### config.mk
export PLATFORM = sky130hd
export DESIGN_NAME = imem_fetch_arb_flat
export DESIGN_NICKNAME = d
export VERILOG_FILES = /design/src/rtl/imem_pkg.sv /design/src/rtl/imem_fetch_arb_if.sv /design/src/rtl/imem_fetch_arb.sv /design/src/flat_wrapper.sv
export SDC_FILE = /design/constraint.sdc
export NUM_CORES = 1
export LEC_CHECK = 0
export BUFFER_PORTS_ARGS = -buffer_cell sky130_fd_sc_hd__buf_2
export CORE_UTILIZATION = 38
export DETAILED_ROUTE_END_ITERATION = 7
export PLACE_DENSITY = 0.92
export SLEW_MARGIN = 30
export SYNTH_ARGS = -nofsm -noshare
export SYNTH_HDL_FRONTEND = slang
export SYNTH_SLANG_ARGS = --single-unit
### constraint.sdc
create_clock -name clk -period 2.25 [get_ports clk]
set_input_delay 0.45 -clock clk [delete_from_list [all_inputs] [get_ports clk]]
set_output_delay 0.45 -clock clk [all_outputs]
set_load 0.05 [all_outputs]
### src/rtl/imem_pkg.sv
// Shared definitions for the instruction-memory fetch arbiter.
//   fetch_state_e  : arbiter FSM state encoding
//   IMEM_AW        : instruction-memory word-address width (1024 words)
//   STARVE_MAX_DEF : default limit on back-to-back loader grants while a fetch waits
package imem_pkg;

   typedef enum logic [1:0] {
      IDLE    = 2'd0,
      RD_WAIT = 2'd1,
      RESP    = 2'd2
   } fetch_state_e;

   localparam int IMEM_AW        = 10;
   localparam int STARVE_MAX_DEF = 4;

endpackage

### src/rtl/imem_fetch_arb_if.sv
// Bus bundle for the fetch arbiter: core fetch channel, loader write channel
// and the external single-port memory.
//   master : core / loader / memory side (drives requests and mem_rdata)
//   slave  : arbiter side (drives handshakes, responses and memory strobes)
interface imem_fetch_arb_if #(
   parameter int AW = imem_pkg::IMEM_AW
);
   logic          fetch_req;
   logic [31:0]   fetch_addr;
   logic          fetch_ready;
   logic          fetch_valid;
   logic [31:0]   fetch_instr;
   logic          fetch_err;
   logic          fetch_resp_ready;

   logic          ld_req;
   logic [AW-1:0] ld_addr;
   logic [31:0]   ld_data;
   logic          ld_ack;

   logic [AW-1:0] mem_addr;
   logic          mem_rd_en;
   logic          mem_wr_en;
   logic [31:0]   mem_wdata;
   logic [31:0]   mem_rdata;

   modport master (
      output fetch_req, fetch_addr, fetch_resp_ready,
      output ld_req, ld_addr, ld_data,
      output mem_rdata,
      input  fetch_ready, fetch_valid, fetch_instr, fetch_err,
      input  ld_ack,
      input  mem_addr, mem_rd_en, mem_wr_en, mem_wdata
   );

   modport slave (
      input  fetch_req, fetch_addr, fetch_resp_ready,
      input  ld_req, ld_addr, ld_data,
      input  mem_rdata,
      output fetch_ready, fetch_valid, fetch_instr, fetch_err,
      output ld_ack,
      output mem_addr, mem_rd_en, mem_wr_en, mem_wdata
   );
endinterface

### src/rtl/imem_fetch_arb.sv
// Arbitrates a single-port instruction memory between core fetches and a
// program loader. The loader wins while no fetch is pending, or for at most
// STARVE_MAX consecutive grants while one is; then the fetch goes through.
// Ports:
//   clk   : clock, all state on posedge
//   rst_n : asynchronous active-low reset
//   bus   : imem_fetch_arb_if.slave (fetch, loader and memory channels)
//
// state   | meaning
// IDLE    | arbitrate loader write vs. fetch accept
// RD_WAIT | memory read in flight, capture mem_rdata
// RESP    | response presented until core takes it
module imem_fetch_arb
   import imem_pkg::*;
#(
   parameter int AW         = IMEM_AW,
   parameter int STARVE_MAX = STARVE_MAX_DEF
) (
   input  logic              clk,
   input  logic              rst_n,
   imem_fetch_arb_if.slave   bus
);

   localparam int SCW = $clog2(STARVE_MAX + 1);
   localparam logic [SCW-1:0] SMAX = SCW'(STARVE_MAX);

   fetch_state_e   state_q, state_d;
   logic [SCW-1:0] starve_cnt, starve_d;
   logic [31:0]    instr_q, instr_d;
   logic           err_q, err_d;

   logic           ld_win;
   logic           addr_bad;
   logic           fetch_ready_c, fetch_valid_c, fetch_err_c, ld_ack_c;
   logic           rd_en_c, wr_en_c;
   logic [AW-1:0]  mem_addr_c;
   logic [31:0]    mem_wdata_c, fetch_instr_c;

   assign addr_bad = (bus.fetch_addr[1:0] != 2'b00) ||
                     (bus.fetch_addr[31:AW+2] != '0);

   always_ff @(posedge clk or negedge rst_n) begin
      if (!rst_n) begin
         state_q    <= IDLE;
         starve_cnt <= '0;
         instr_q    <= '0;
         err_q      <= 1'b0;
      end else begin
         state_q    <= state_d;
         starve_cnt <= starve_d;
         instr_q    <= instr_d;
         err_q      <= err_d;
      end
   end

   always_comb begin
      state_d       = state_q;
      starve_d      = starve_cnt;
      instr_d       = instr_q;
      err_d         = err_q;
      ld_win        = 1'b0;
      fetch_ready_c = 1'b0;
      fetch_valid_c = 1'b0;
      fetch_err_c   = 1'b0;
      fetch_instr_c = '0;
      ld_ack_c      = 1'b0;
      rd_en_c       = 1'b0;
      wr_en_c       = 1'b0;
      mem_addr_c    = '0;
      mem_wdata_c   = '0;
      unique case (state_q)
         IDLE: begin
            ld_win = bus.ld_req && (!bus.fetch_req || (starve_cnt < SMAX));
            if (ld_win) begin
               wr_en_c     = 1'b1;
               ld_ack_c    = 1'b1;
               mem_addr_c  = bus.ld_addr;
               mem_wdata_c = bus.ld_data;
               if (bus.fetch_req)
                  starve_d = (starve_cnt == SMAX) ? starve_cnt : starve_cnt + 1'b1;
               else
                  starve_d = '0;
            end else begin
               starve_d = '0;
               if (bus.fetch_req) begin
                  fetch_ready_c = 1'b1;
                  if (addr_bad) begin
                     err_d   = 1'b1;
                     state_d = RESP;
                  end else begin
                     rd_en_c    = 1'b1;
                     mem_addr_c = bus.fetch_addr[AW+1:2];
                     state_d    = RD_WAIT;
                  end
               end
            end
         end
         RD_WAIT: begin
            instr_d = bus.mem_rdata;
            err_d   = 1'b0;
            state_d = RESP;
         end
         RESP: begin
            fetch_valid_c = 1'b1;
            fetch_err_c   = err_q;
            fetch_instr_c = err_q ? 32'h0 : instr_q;
            if (bus.fetch_resp_ready)
               state_d = IDLE;
         end
         default: state_d = IDLE;
      endcase
   end

   // Outputs are forced low for the whole reset pulse, not just after the
   // state register clears, so an asserted ld_req cannot be acked in reset.
   assign bus.fetch_ready = rst_n & fetch_ready_c;
   assign bus.fetch_valid = rst_n & fetch_valid_c;
   assign bus.fetch_err   = rst_n & fetch_err_c;
   assign bus.fetch_instr = rst_n ? fetch_instr_c : 32'h0;
   assign bus.ld_ack      = rst_n & ld_ack_c;
   assign bus.mem_rd_en   = rst_n & rd_en_c;
   assign bus.mem_wr_en   = rst_n & wr_en_c;
   assign bus.mem_addr    = rst_n ? mem_addr_c : '0;
   assign bus.mem_wdata   = rst_n ? mem_wdata_c : 32'h0;

endmodule

### src/flat_wrapper.sv
// flat-port wrapper written by rule: the top's interface ports become plain ports
module imem_fetch_arb_flat import imem_pkg::*;
#(
   parameter int AW         = IMEM_AW,
   parameter int STARVE_MAX = STARVE_MAX_DEF
)
  (clk, rst_n, bus_fetch_req, bus_fetch_addr, bus_fetch_resp_ready, bus_ld_req, bus_ld_addr, bus_ld_data, bus_mem_rdata, bus_fetch_ready, bus_fetch_valid, bus_fetch_instr, bus_fetch_err, bus_ld_ack, bus_mem_addr, bus_mem_rd_en, bus_mem_wr_en, bus_mem_wdata);
  imem_fetch_arb_if #(.AW(AW)) bus_i ();
  input  logic clk;
  input  logic rst_n;
  input wire logic [$bits(bus_i.fetch_req)-1:0] bus_fetch_req;
  input wire logic [$bits(bus_i.fetch_addr)-1:0] bus_fetch_addr;
  input wire logic [$bits(bus_i.fetch_resp_ready)-1:0] bus_fetch_resp_ready;
  input wire logic [$bits(bus_i.ld_req)-1:0] bus_ld_req;
  input wire logic [$bits(bus_i.ld_addr)-1:0] bus_ld_addr;
  input wire logic [$bits(bus_i.ld_data)-1:0] bus_ld_data;
  input wire logic [$bits(bus_i.mem_rdata)-1:0] bus_mem_rdata;
  output wire logic [$bits(bus_i.fetch_ready)-1:0] bus_fetch_ready;
  output wire logic [$bits(bus_i.fetch_valid)-1:0] bus_fetch_valid;
  output wire logic [$bits(bus_i.fetch_instr)-1:0] bus_fetch_instr;
  output wire logic [$bits(bus_i.fetch_err)-1:0] bus_fetch_err;
  output wire logic [$bits(bus_i.ld_ack)-1:0] bus_ld_ack;
  output wire logic [$bits(bus_i.mem_addr)-1:0] bus_mem_addr;
  output wire logic [$bits(bus_i.mem_rd_en)-1:0] bus_mem_rd_en;
  output wire logic [$bits(bus_i.mem_wr_en)-1:0] bus_mem_wr_en;
  output wire logic [$bits(bus_i.mem_wdata)-1:0] bus_mem_wdata;
  assign bus_i.fetch_req = bus_fetch_req;
  assign bus_i.fetch_addr = bus_fetch_addr;
  assign bus_i.fetch_resp_ready = bus_fetch_resp_ready;
  assign bus_i.ld_req = bus_ld_req;
  assign bus_i.ld_addr = bus_ld_addr;
  assign bus_i.ld_data = bus_ld_data;
  assign bus_i.mem_rdata = bus_mem_rdata;
  assign bus_fetch_ready = bus_i.fetch_ready;
  assign bus_fetch_valid = bus_i.fetch_valid;
  assign bus_fetch_instr = bus_i.fetch_instr;
  assign bus_fetch_err = bus_i.fetch_err;
  assign bus_ld_ack = bus_i.ld_ack;
  assign bus_mem_addr = bus_i.mem_addr;
  assign bus_mem_rd_en = bus_i.mem_rd_en;
  assign bus_mem_wr_en = bus_i.mem_wr_en;
  assign bus_mem_wdata = bus_i.mem_wdata;
  imem_fetch_arb #(.AW(AW), .STARVE_MAX(STARVE_MAX)) u_core (.clk(clk), .rst_n(rst_n), .bus(bus_i));
endmodule
# Word level (Yosys, flattened, before mapping)
# Index checks and enable logic that the tools add are counted.
# word_totals
register_bits,38
latchBits,0
ramBits,0
rom_bits,0
inputBits,111
output_inout_bits,80
word_cells,64
n_memories,0
# classes
addsub,1
mul,0
n_div,0
magnitude_cmp,1
eq_ne,8
shifts,0
n_mux,34
bitwise_logic,5
reduce_logical,11
# ops
operator,n
2-to-1 mux 32 bit,6
2-to-1 mux 10 bit,5
nonzero test 20 bit,1
2-to-1 mux 1 bit,14
2-to-1 mux 3 bit,3
2-to-1 mux 2 bit,4
!= test 2 bit (second input constant),3
case mux 2 bit (3 select lines),1
bitwise AND 1 bit,5
AND reduction 4 bit,1
nonzero test 2 bit,2
adder 3 x 1 -> 3 bit (second input constant),1
== test 3 bit (second input constant),1
< comparator 3 bit (second input constant),1
!= test 3 bit (second input constant),1
AND reduction 3 bit,1
== test 2 x 1 -> 1 bit (second input constant),1
== test 2 bit (second input constant),1
logical NOT 2 bit,1
logical OR 1 bit,2
!= test 2 x 1 -> 1 bit (second input constant),1
case mux 1 bit (2 select lines),1
AND reduction 2 bit,1
logical AND 1 bit,1
logical NOT 1 bit,1

# Depth between registers and ports, before layout
# Gate-level depths: netlist of run 1.
# depth
depth_word,7
ltp_mapped,5
depth_no_buf,4

# Worst setup path after synthesis of run 1
# No wires, ideal clock.
# synth_path
kind,input-to-output
start,in bus_fetch_addr[12]
end,out bus_mem_addr[0]
arrival_ns,1.836
required_ns,1.800
path_slack_ns,-0.036
cell_stages,5
cell_sequence,nor4_2 > nand4_2 > nor4_4 > buf_6 > a22o_1
# synth_via
elab_chain_cells,7
# synth_rtl
element,line,source
start: declaration,flat_wrapper.sv:12,input wire logic [$bits(bus_i.fetch_addr)-1:0] bus_fetch_addr;
nonzero test 20 bit,imem_fetch_arb.sv:40,(bus.fetch_addr[31:AW+2] != '0);
logical OR 1 bit,imem_fetch_arb.sv:39,assign addr_bad = (bus.fetch_addr[1:0] != 2'b00) ||
2-to-1 mux 10 bit,imem_fetch_arb.sv:87,if (addr_bad) begin
2-to-1 mux 10 bit,imem_fetch_arb.sv:85,if (bus.fetch_req) begin
2-to-1 mux 10 bit,imem_fetch_arb.sv:74,if (ld_win) begin
2-to-1 mux 10 bit,imem_fetch_arb.sv:71,unique case (state_q)
2-to-1 mux 10 bit,imem_fetch_arb.sv:123,assign bus.mem_addr = rst_n ? mem_addr_c : '0;
end: declaration,flat_wrapper.sv:23,output wire logic [$bits(bus_i.mem_addr)-1:0] bus_mem_addr;
# Every way passes these cells.

# Worst setup path after layout of run 1
# layout_path
start,in bus_fetch_addr[12]
end,out bus_mem_addr[9]
# Same word-level chain as after synthesis.

==> qor.tcl, run 1 <==
set qor(vias_per_cell) 4.92
set qor(synth.distinct_cells) 30
set qor(worstPathRequired_ps) 1800
set qor(dr.first_iter.drc_count) 54
set qor(timing.final.setup_violations) 4
set qor(clock_sink_count) 38
set qor(floorplan.die.width_um) 77.8
set qor(max_clock_freq_ghz) 0.443
set qor(syn_avg_cell_area_um2) 11.1
set qor(route.vias.total) 2316
set qor(count_of_yosys_warnings_during_synthesis) 0
set qor(insertion_delay_ps) 280
set qor(cellInternalPower_w) 0.00113
set qor(nets) 512
set qor(number_of_global_route_vias_before_repair) 2193
set qor(post-route-min-period_ps) 2260
set qor(pwr-share-seq_pct) 40.9
set qor(dp_hpwl_mm) 5.73
set qor(numCtsBuffers) 5
set qor(swShare_pct) 34.4
set qor(power.density_cell_area_nw_per_um2) 455
set qor(worst_slew_margin_rel_pct) 72.8
set qor(layout-drive-gt1-share_pct) 67.2
set qor(grt_start_max_net_pins) 34
set qor(detail-route-antenna-nets) 0
set qor(detailed_place.area_um2) 3290
set qor(grt_setup_unrepaired) {yes}
set qor(cts.path.max_buffers) 2
set qor(vdd_ir_drop_max_v) 0.000355
set qor(ys_seq_elements) 38
set qor(comb_power_share_pct) 33.8
set qor(overflow) 0
set qor(finalWorstSetupSlack_ps) -9.10
set qor(n_fill_cell) 425
set qor(worst_clock_skew_ps) 5.49
set qor(antenna_cells) 0
set qor(wl_per_cell_um) 16.9
set qor(power.clock.fraction_pct) 25.3
set qor(worst_setup_hold_path_clk_slew_ps) 80
set qor(fp.dieArea_um2) 6050
set qor(chipHeight_um) 77.8
set qor(grt_antenna_before_repair) 0
set qor(final.hold.worst_slack_ps) 155
set qor(finalHoldViolations) 0
set qor(core_area_um2) 5510
set qor(worst-r2r-cell-count) 4
set qor(root_buffer) {clkbuf_8}
set qor(cp_data_arrival_time_ps) 1810
set qor(post-route-period-util_pct) 100
set qor(grt_usage_pct) 22.9
set qor(fin_total_pwr_w) 0.00173
set qor(core.rowCount) 27
set qor(top_level_ports) 191
set qor(setup.worst_path.start_class) {primary input}
set qor(cts_tree) {built}
set qor(wire_length_of_the_first_global_routing_pass_mm) 10.7
set qor(violated_checks) {setup timing}
set qor(initial_utilization_pct) 39.6
set qor(regArea_um2) 951
set qor(timing.critical_path.to_type) {output port}
set qor(hold_path.class) {primary input to async pin}
set qor(routabilityCongestion) 0.793
set qor(synthesis.instances) 197
set qor(area_growth_pct) 73.8
set qor(synth.yosys.seq_area_share_pct) 43.6
set qor(critical_path_peak_fanout) 11
set qor(outcome) {complete, but fails checks}
set qor(synth.net_count) 310
set qor(layout.cell_area.non_filler_um2) 3790
set qor(net-switching-power_w) 0.000594
set qor(p_leak_nw) 2.08
set qor(report.final.slew_viol_count) 0
set qor(criticalPathCategory) {primary input to output port}
set qor(drc) 0
set qor(wl_mm) 7.95
set qor(pre_cts_ws_ps) -111
set qor(drt-pass1-iter-count) 4
set qor(port_buffers) 190
set qor(ctsHtreeMaxLevel) 2
set qor(total_area_of_multi_input_combinational_cells_um2) 1180
set qor(max_slew.worst_pin.slew_ps) 408
set qor(synth.cell_area_um2) 2180
set qor(maxCapViolCount) 0
## power groups by stage
stage | sequential (W) | clock, W | combinational (W)
detailed placement | 0.000718 | 0 | 0.000508
CTS | 0.000705 | 0.000452 | 0.000533
global placement | 0.000717 | 0 | 0.000499
floorplan | 0.000720 | 0 | 0.000295
global route | 0.000707 | 0.000483 | 0.000613
finish | 0.000706 | 0.000436 | 0.000583
## cells in the final DEF, fill, tap and decap left out, types with 2 or more instances in the layout
master and n:
nor4_1 2, and2_4 3, a22o_2 9, clkbuf_8 5, ha_1 2, nand4_1 3
buf_4 39, mux2_2 32, o21ai_0 3, nor4_2 2, dfrtp_1 38, buf_6 40
and2_1 61, buf_2 116, nor2_1 3, buf_12 3, inv_1 3, a21oi_1 2
clkbuf_4 8, nor4_4 3, clkinv_2 2, nand2_1 5
## cell families (layout without fill, tap and decap cells)
family	count (synthesis)	in the layout	share of synthesized area (%)
multiplexers	32	32	16.5
buffers and inverters	16	218	4.07
adder cells (fa/ha/maj)	2	2	1.15
AND/OR/NAND/NOR	90	90	28.1
AO/OA/AOI/OAI	19	19	6.59
flip-flops	38	38	43.6
## what timing repair did
item,CTS,global route
setup endpoints to repair,74,74
hold endpoints to repair,2,0
cloned,0,3
buffers inserted,1,1
pin swaps,1,1
hold buffers,1,0
gates resized for setup,25,149
## state kept, by name (all words and copies together), names as in the netlist
signal / count
u_core.instr_q: 32
u_core.starve_cnt: 3
u_core.state_q: 2
u_core.err_q: 1
## layout make-up
class | instances | share of cell area (%)
clock buffer | 5 | 1.81
clock inverter | 2 | 0.264
inverter | 3 | 0.297
multi-input combinational | 143 | 31.2
sequential | 38 | 25.1
tap | 72 | 2.38
timing repair buffer | 208 | 39.0
## Yosys cell counts
library cell	number	area share, %
and2_1	64	18
dfrtp_1	38	44
mux2_2	32	17
a22o_1	10	4.0
nand2_1	5	0.86
buf_4	4	1.4
buf_2	3	0.69
clkbuf_1	3	0.52
inv_1	3	0.52
nand4_1	3	0.86
nor2_1	3	0.52
nor4_4	3	2.9
o21ai_0	3	0.69
a21oi_1	2	0.46
clkbuf_2	2	0.46
ha_1	2	1.1
nor2b_1	2	0.57
nor4_1	2	0.57
nor4_2	2	1.1
a21o_1	1	0.34
a21oi_2	1	0.40
buf_6	1	0.52
nand2b_1	1	0.29
nand3_1	1	0.23
nand4_2	1	0.57
nor2_4	1	0.52
nor3_1	1	0.23
nor3_2	1	0.46
o21a_1	1	0.34
o21bai_1	1	0.34
## worst paths after layout
check | startpoint | to | slack [ps]
min reg2reg | u_core.instr_q[2] | u_core.instr_q[2] | 500
max | bus_fetch_addr[12] | bus_mem_addr[9] | -9
max in group asynchronous | rst_n | u_core.err_q | 1510
max reg2reg | u_core.state_q[0] | u_core.instr_q[15] | 710
min | rst_n | u_core.starve_cnt[0] | 160
min in group clk | bus_mem_rdata[1] | u_core.instr_q[1] | 400
## worst max-delay path, stage by stage
cell and delay, ps:
buf_2 100, nor4_2 300, nand4_2 190, nor4_4 260, buf_6 190, a22o_1 150, buf_6 160
## metal layers
layer / vias up / routed length [µm] / track usage (%)
li1: 1069 / - / -
met1: 1120 / 2940 / 25.7
met2: 111 / 4150 / 40.1
met3: 16 / 567 / 6.24
met4: 0 / 292 / 10.2
met5: - / 0 / 0
## through the flow
step           instances  util [%]  setup TNS (ps)
5_1_grt              471      68.9           -2320
6_report             471      68.9           -22.5
4_1_cts              467      63.0               0
3_3_place_gp         458      59.8            -337
3_5_place_dp         458      59.8            -990
2_1_floorplan        197         -               0
Note: power is estimated with default switching activity, not from simulation.
==> run 2: changes to the inputs <==
Settings changed: CORE_MARGIN from default to 2, CORE_UTILIZATION 38 to 39, CTS_BUF_LIST from default to sky130_fd_sc_hd__clkbuf_4 sky130_fd_sc_hd__clkbuf_8, PLACE_DENSITY 0.92 to 0.93.
==> qor.tcl, run 2 (synthesis results as in run 1) <==
set qor(hold_path.class) {primary input to async pin}
set qor(chipHeight_um) 78.8
set qor(root_buffer) {clkbuf_8}
set qor(dr.first_iter.drc_count) 51
set qor(cts_tree) {built}
set qor(worst_slew_margin_rel_pct) 74.7
set qor(timing.final.setup_violations) 1
set qor(critical_path_buf_inv_count) 2
set qor(nets) 510
set qor(fp.dieArea_um2) 6210
set qor(largest_reg_flops) 32
set qor(worst_path_dominant_cell_family) {simple AND/OR/NAND/NOR gates}
set qor(initial_utilization_pct) 40.1
set qor(total_area_of_multi_input_combinational_cells_um2) 1180
set qor(top_level_ports) 191
set qor(drc) 0
set qor(routed_length_on_met2_mm) 4.08
set qor(crit_path_cell_trace) {nor2_4, nand2_1, nor4_4, buf_6, a22o_2, buf_6}
set qor(crit_path_frequent_cell) {buf_6}
set qor(wl_per_cell_um) 16.6
set qor(dp_hpwl_mm) 5.82
set qor(final_cell_mix) {buf_2, and2_1, buf_6}
set qor(registers_with_the_most_flip_flops) {u_core.instr_q: 32 flops, u_core.starve_cnt: 3 flops, u_core.state_q: 2 flops}
set qor(floorplan.die.width_um) 78.8
set qor(antenna_cells) 0
set qor(core_area_um2) 5440
set qor(slowest_stage) {dfrtp_1}
set qor(grt_start_max_net_pins) 36
set qor(post-route-min-period_ps) 2260
set qor(setup.worst_path.start_class) {flip-flop}
set qor(drt-pass1-iter-count) 4
set qor(regMostFlops) {u_core.instr_q}
set qor(drt-met1-wl_mm) 2.99
set qor(final_cell_count_no_fill) 469
set qor(numCtsBuffers) 5
set qor(n_fill_cell) 398
set qor(criticalPathCategory) {flip-flop to output port}
set qor(grt_setup_unrepaired) {yes}
set qor(critPathMaxStageDelay_ps) 410
set qor(clock_sink_count) 38
set qor(worstPathRequired_ps) 1800
set qor(area_growth_pct) 74.9
set qor(vias_per_cell) 4.85
set qor(violated_checks) {setup timing}
set qor(outcome) {complete, but fails checks}
set qor(wire_length_of_the_first_global_routing_pass_mm) 11.1
set qor(detail-route-antenna-nets) 0
set qor(vdd_ir_drop_max_v) 0.000518
set qor(grt_antenna_before_repair) 0
set qor(placed_cells) 459
set qor(grt_usage_pct) 23.3
set qor(route.vias.total) 2276
set qor(regArea_um2) 951
set qor(port_buffers) 190
set qor(layout.cells.most_common) {buf_2}
set qor(max_slew.worst_pin.slew_ps) 380
set qor(layout.cell_area.non_filler_um2) 3820
set qor(p_leak_nw) 2.08
set qor(max_clock_freq_ghz) 0.443
set qor(worst_clock_skew_ps) 5.36
set qor(worst_setup_hold_path_clk_slew_ps) 70
set qor(ctsHtreeMaxLevel) 2
set qor(maxCapViolCount) 0
set qor(cts.path.max_buffers) 2
set qor(finalHoldViolations) 0
set qor(insertion_delay_ps) 290
set qor(detailed_place.area_um2) 3310
set qor(critical_path_peak_fanout) 11
set qor(number_of_global_route_vias_before_repair) 2282
set qor(timing.critical_path.to_type) {output port}
set qor(sum_of_met3_wire_segment_lengths_after_detailed_routing_um) 619
set qor(overflow) 0
set qor(post-route-period-util_pct) 100
set qor(layout-drive-gt1-share_pct) 66.5
set qor(cp_data_arrival_time_ps) 1810
set qor(report.final.slew_viol_count) 0
set qor(wl_mm) 7.79
set qor(core.rowCount) 27
set qor(highest_metal_used) {met4}
set qor(finalWorstSetupSlack_ps) -8.35
set qor(power.density_cell_area_nw_per_um2) 486
set qor(routabilityCongestion) 0.802
run 2: layout make-up:
type | count | share of cell area, %
inverters | 3 | 0.295
well taps | 72 | 2.36
flip-flops and latches | 38 | 24.9
clock buffers | 6 | 2.16
clock inverters | 1 | 0.787
repair buffers | 206 | 38.6
multi-input cells | 143 | 30.9
run 2: timing repair:
| item | in CTS | in global routing |
|---|---|---|
| hold buffers | 1 | 0 |
| pin swaps | 1 | 1 |
| hold endpoints to repair | 3 | 0 |
| resized for setup | 42 | 101 |
| buffers inserted | 1 | 1 |
| endpoints found under the setup margin | 71 | 71 |
run 2: worst paths after layout:
check	start	endpoint	slack (ps)	cells past startpoint
worst max-delay path	u_core.state_q[0]	bus_mem_addr[6]	-8	6
worst min-delay path	rst_n	u_core.instr_q[23]	150	2
worst min register to register	u_core.instr_q[8]	u_core.instr_q[8]	500	1
max in group asynchronous	rst_n	u_core.state_q[1]	1500	2
min in group clk	bus_mem_rdata[15]	u_core.instr_q[15]	390	2
worst max register to register	u_core.state_q[0]	u_core.instr_q[4]	690	4
run 2: routing by layer:
| metal | track usage, % | up-vias |
|---|---|---|
| met5 | 0 | - |
| met4 | 5.09 | 0 |
| met3 | 6.48 | 11 |
| met2 | 42.2 | 112 |
| met1 | 27.4 | 1086 |
| li1 | - | 1067 |
run 2: power breakdown:
group	switching, W	internal, W
clock	0.000238	0.000355
sequential	0.0000105	0.000695
combinational	0.000346	0.000210
total	0.000595	0.00126
run 2: stage by stage:
step	total power (W)	setup WS, ps	TNS [ps]	hold WS (ps)	utilization (%)
after global placement	0.00122	-69.9	-614	289	60.9
after floorplan	0.00102	43.1	0	154	-
after detailed placement	0.00122	-102	-869	295	60.9
final	0.00186	-8.35	-8.35	150	70.2
after CTS	0.00184	5.57	0	133	65.7
after global routing	0.00191	-76.7	-1820	151	70.2
run 2: worst reg2reg max path, stage by stage, from the launching register on:
cell	delay, ps
dfrtp_1	400
buf_4	170
nor2b_2	260
buf_12	230
mux2_2	380
==> run 3: changes to the inputs <==
Settings changed: BUFFER_PORTS_ARGS -buffer_cell sky130_fd_sc_hd__buf_2 to -buffer_cell sky130_fd_sc_hd__buf_4, SETUP_SLACK_MARGIN from default to 0.02.
==> qor.tcl, run 3 (synthesis results as in run 1) <==
set qor(grt_antenna_before_repair) 0
set qor(worst_path_dominant_cell_family) {simple AND/OR/NAND/NOR gates}
set qor(registers_with_the_most_flip_flops) {u_core.instr_q: 32 flops, u_core.starve_cnt: 3 flops, u_core.state_q: 2 flops}
set qor(cp_data_arrival_time_ps) 1770
set qor(finalWorstSetupSlack_ps) 31.9
set qor(swShare_pct) 32.5
set qor(p_leak_nw) 2.14
set qor(detail-route-antenna-nets) 0
set qor(final_cell_mix) {buf_4, and2_1, dfrtp_1}
set qor(chipHeight_um) 78.8
set qor(grt_usage_pct) 24.7
set qor(dp_hpwl_mm) 6.07
set qor(grt_start_max_net_pins) 34
set qor(wl_mm) 7.83
set qor(outcome) {finished clean}
set qor(routed_length_on_met2_mm) 4.10
set qor(cts.path.max_buffers) 2
set qor(vdd_ir_drop_max_v) 0.000368
set qor(layout-drive-gt1-share_pct) 66.8
set qor(drt-pass1-iter-count) 4
set qor(report.final.slew_viol_count) 0
set qor(initial_utilization_pct) 40.1
set qor(dr.first_iter.drc_count) 61
set qor(worstPathRequired_ps) 1800
set qor(layout.cell_area.non_filler_um2) 3960
set qor(worst_setup_hold_path_clk_slew_ps) 80
set qor(routabilityCongestion) 0.778
set qor(critical_path_peak_fanout) 11
set qor(core.rowCount) 27
set qor(criticalPathCategory) {flip-flop to output port}
set qor(setup.worst_path.start_class) {flip-flop}
set qor(timing.final.setup_violations) 0
set qor(layout.cells.most_common) {buf_4}
set qor(max_clock_freq_ghz) 0.451
set qor(floorplan.die.width_um) 78.8
set qor(pre_cts_ws_ps) -57.3
set qor(ctsHtreeMaxLevel) 2
set qor(numCtsBuffers) 5
set qor(wl_per_cell_um) 16.7
set qor(crit_path_cell_trace) {nor2_4, nand2_2, nor4_4, buf_6, a22o_1, buf_6}
set qor(route.vias.total) 2241
set qor(overflow) 0
set qor(port_buffers) 190
set qor(critical_path_buf_inv_count) 2
set qor(finalHoldViolations) 0
set qor(worst_slew_margin_rel_pct) 72.2
set qor(highest_metal_used) {met4}
set qor(drc) 0
set qor(detailed_place.area_um2) 3710
set qor(cts_tree) {built}
set qor(wire_length_of_the_first_global_routing_pass_mm) 11.9
set qor(post-route-period-util_pct) 98.6
set qor(area_growth_pct) 81.4
set qor(sum_of_met3_wire_segment_lengths_after_detailed_routing_um) 726
set qor(timing.critical_path.to_type) {output port}
set qor(antenna_cells) 0
set qor(power.density_cell_area_nw_per_um2) 459
set qor(critPathMaxStageDelay_ps) 410
set qor(drt-met1-wl_mm) 2.94
set qor(core_area_um2) 5440
set qor(maxCapViolCount) 0
set qor(net-switching-power_w) 0.000592
set qor(largest_reg_flops) 32
set qor(slowest_stage) {dfrtp_1}
set qor(vias_per_cell) 4.78
set qor(grt_setup_unrepaired) {yes}
set qor(top_level_ports) 191
set qor(number_of_global_route_vias_before_repair) 2393
set qor(pwr-share-seq_pct) 38.7
set qor(hold_path.class) {primary input to async pin}
set qor(nets) 509
set qor(max_slew.worst_pin.slew_ps) 418
set qor(post-route-min-period_ps) 2220
set qor(comb_power_share_pct) 34.8
set qor(power.clock.fraction_pct) 26.5
set qor(crit_path_frequent_cell) {buf_6}
set qor(worst_clock_skew_ps) 6.71
set qor(regMostFlops) {u_core.instr_q}
set qor(cellInternalPower_w) 0.00123
set qor(fp.dieArea_um2) 6210
set qor(root_buffer) {clkbuf_8}
set qor(insertion_delay_ps) 280
set qor(clock_sink_count) 38
-- run 3: cell types whose count changed in the layout (fill, tap and decap cells not counted), moves of 4 or more --
cell      change
buf_2       -117
buf_12        -4
buf_8         +6
buf_4       +163
clkbuf_4     -17
buf_6        -32
-- run 3: timing repair --
item | in CTS | in global routing
endpoints found under the setup margin | 32 | 75
endpoints found under the hold margin | 6 | 0
resized for setup | 22 | 7
cloned | 1 | 0
hold buffers | 1 | 0
pin swaps | 1 | 1
setup buffers | 1 | 2
-- run 3: power groups by stage --
stage          sequential, W  clock (W)  combinational (W)
2_1_floorplan       0.000720          0           0.000295
3_3_place_gp        0.000717          0           0.000570
3_5_place_dp        0.000718          0           0.000575
4_1_cts             0.000704   0.000497           0.000608
5_1_grt             0.000706   0.000528           0.000667
6_report            0.000704   0.000481           0.000633
-- run 3: final timing paths --
check / to / from / slack, ps / cells past startpoint
setup / recovery: bus_mem_addr[9] / u_core.state_q[1] / 30 / 6
hold / removal: u_core.instr_q[10] / rst_n / 240 / 2
setup reg to reg: u_core.instr_q[31] / u_core.state_q[0] / 640 / 4
hold reg to reg: u_core.instr_q[6] / u_core.instr_q[6] / 500 / 1
max in group asynchronous: u_core.starve_cnt[0] / rst_n / 1390 / 2
min in group clk: u_core.instr_q[3] / bus_mem_rdata[3] / 400 / 2
-- run 3: routing by layer --
metal | track usage [%] | up-vias
met5 | 0 | -
met4 | 4.74 | 0
met3 | 8.07 | 8
met2 | 44.2 | 96
met1 | 28.9 | 1069
li1 | - | 1068
-- run 3: final cells by class --
| class | instances | area [µm²] |
|---|---|---|
| clock buffers | 6 | 82.6 |
| clock inverters | 2 | 12.5 |
| fillers | 421 | 1480 |
| inverters | 3 | 11.3 |
| multi-input cells | 143 | 1180 |
| flip-flops and latches | 38 | 951 |
| well taps | 72 | 90.1 |
| repair buffers | 205 | 1630 |
-- run 3: stage by stage --
| stage | cells | power (W) | setup TNS (ps) | hold slack, ps | utilization, % |
|---|---|---|---|---|---|
| after CTS | 467 | 0.00181 | -7.51 | 251 | 71.9 |
| after global routing | 469 | 0.00190 | -1290 | 268 | 72.8 |
| after global placement | 456 | 0.00129 | -176 | 278 | 68.2 |
| after floorplan | 197 | 0.00102 | 0 | 154 | - |
| final | 469 | 0.00182 | 0 | 242 | 72.8 |
| after detailed placement | 456 | 0.00129 | -496 | 281 | 68.2 |
-- run 3: worst register-to-register path: cells and delay by family, from the launching register on --
family                 cells  cell delay (ps)
muxes                      1              410
and+or+nand+nor            1              130
buffers and inverters      2              550
DFF                        1              410
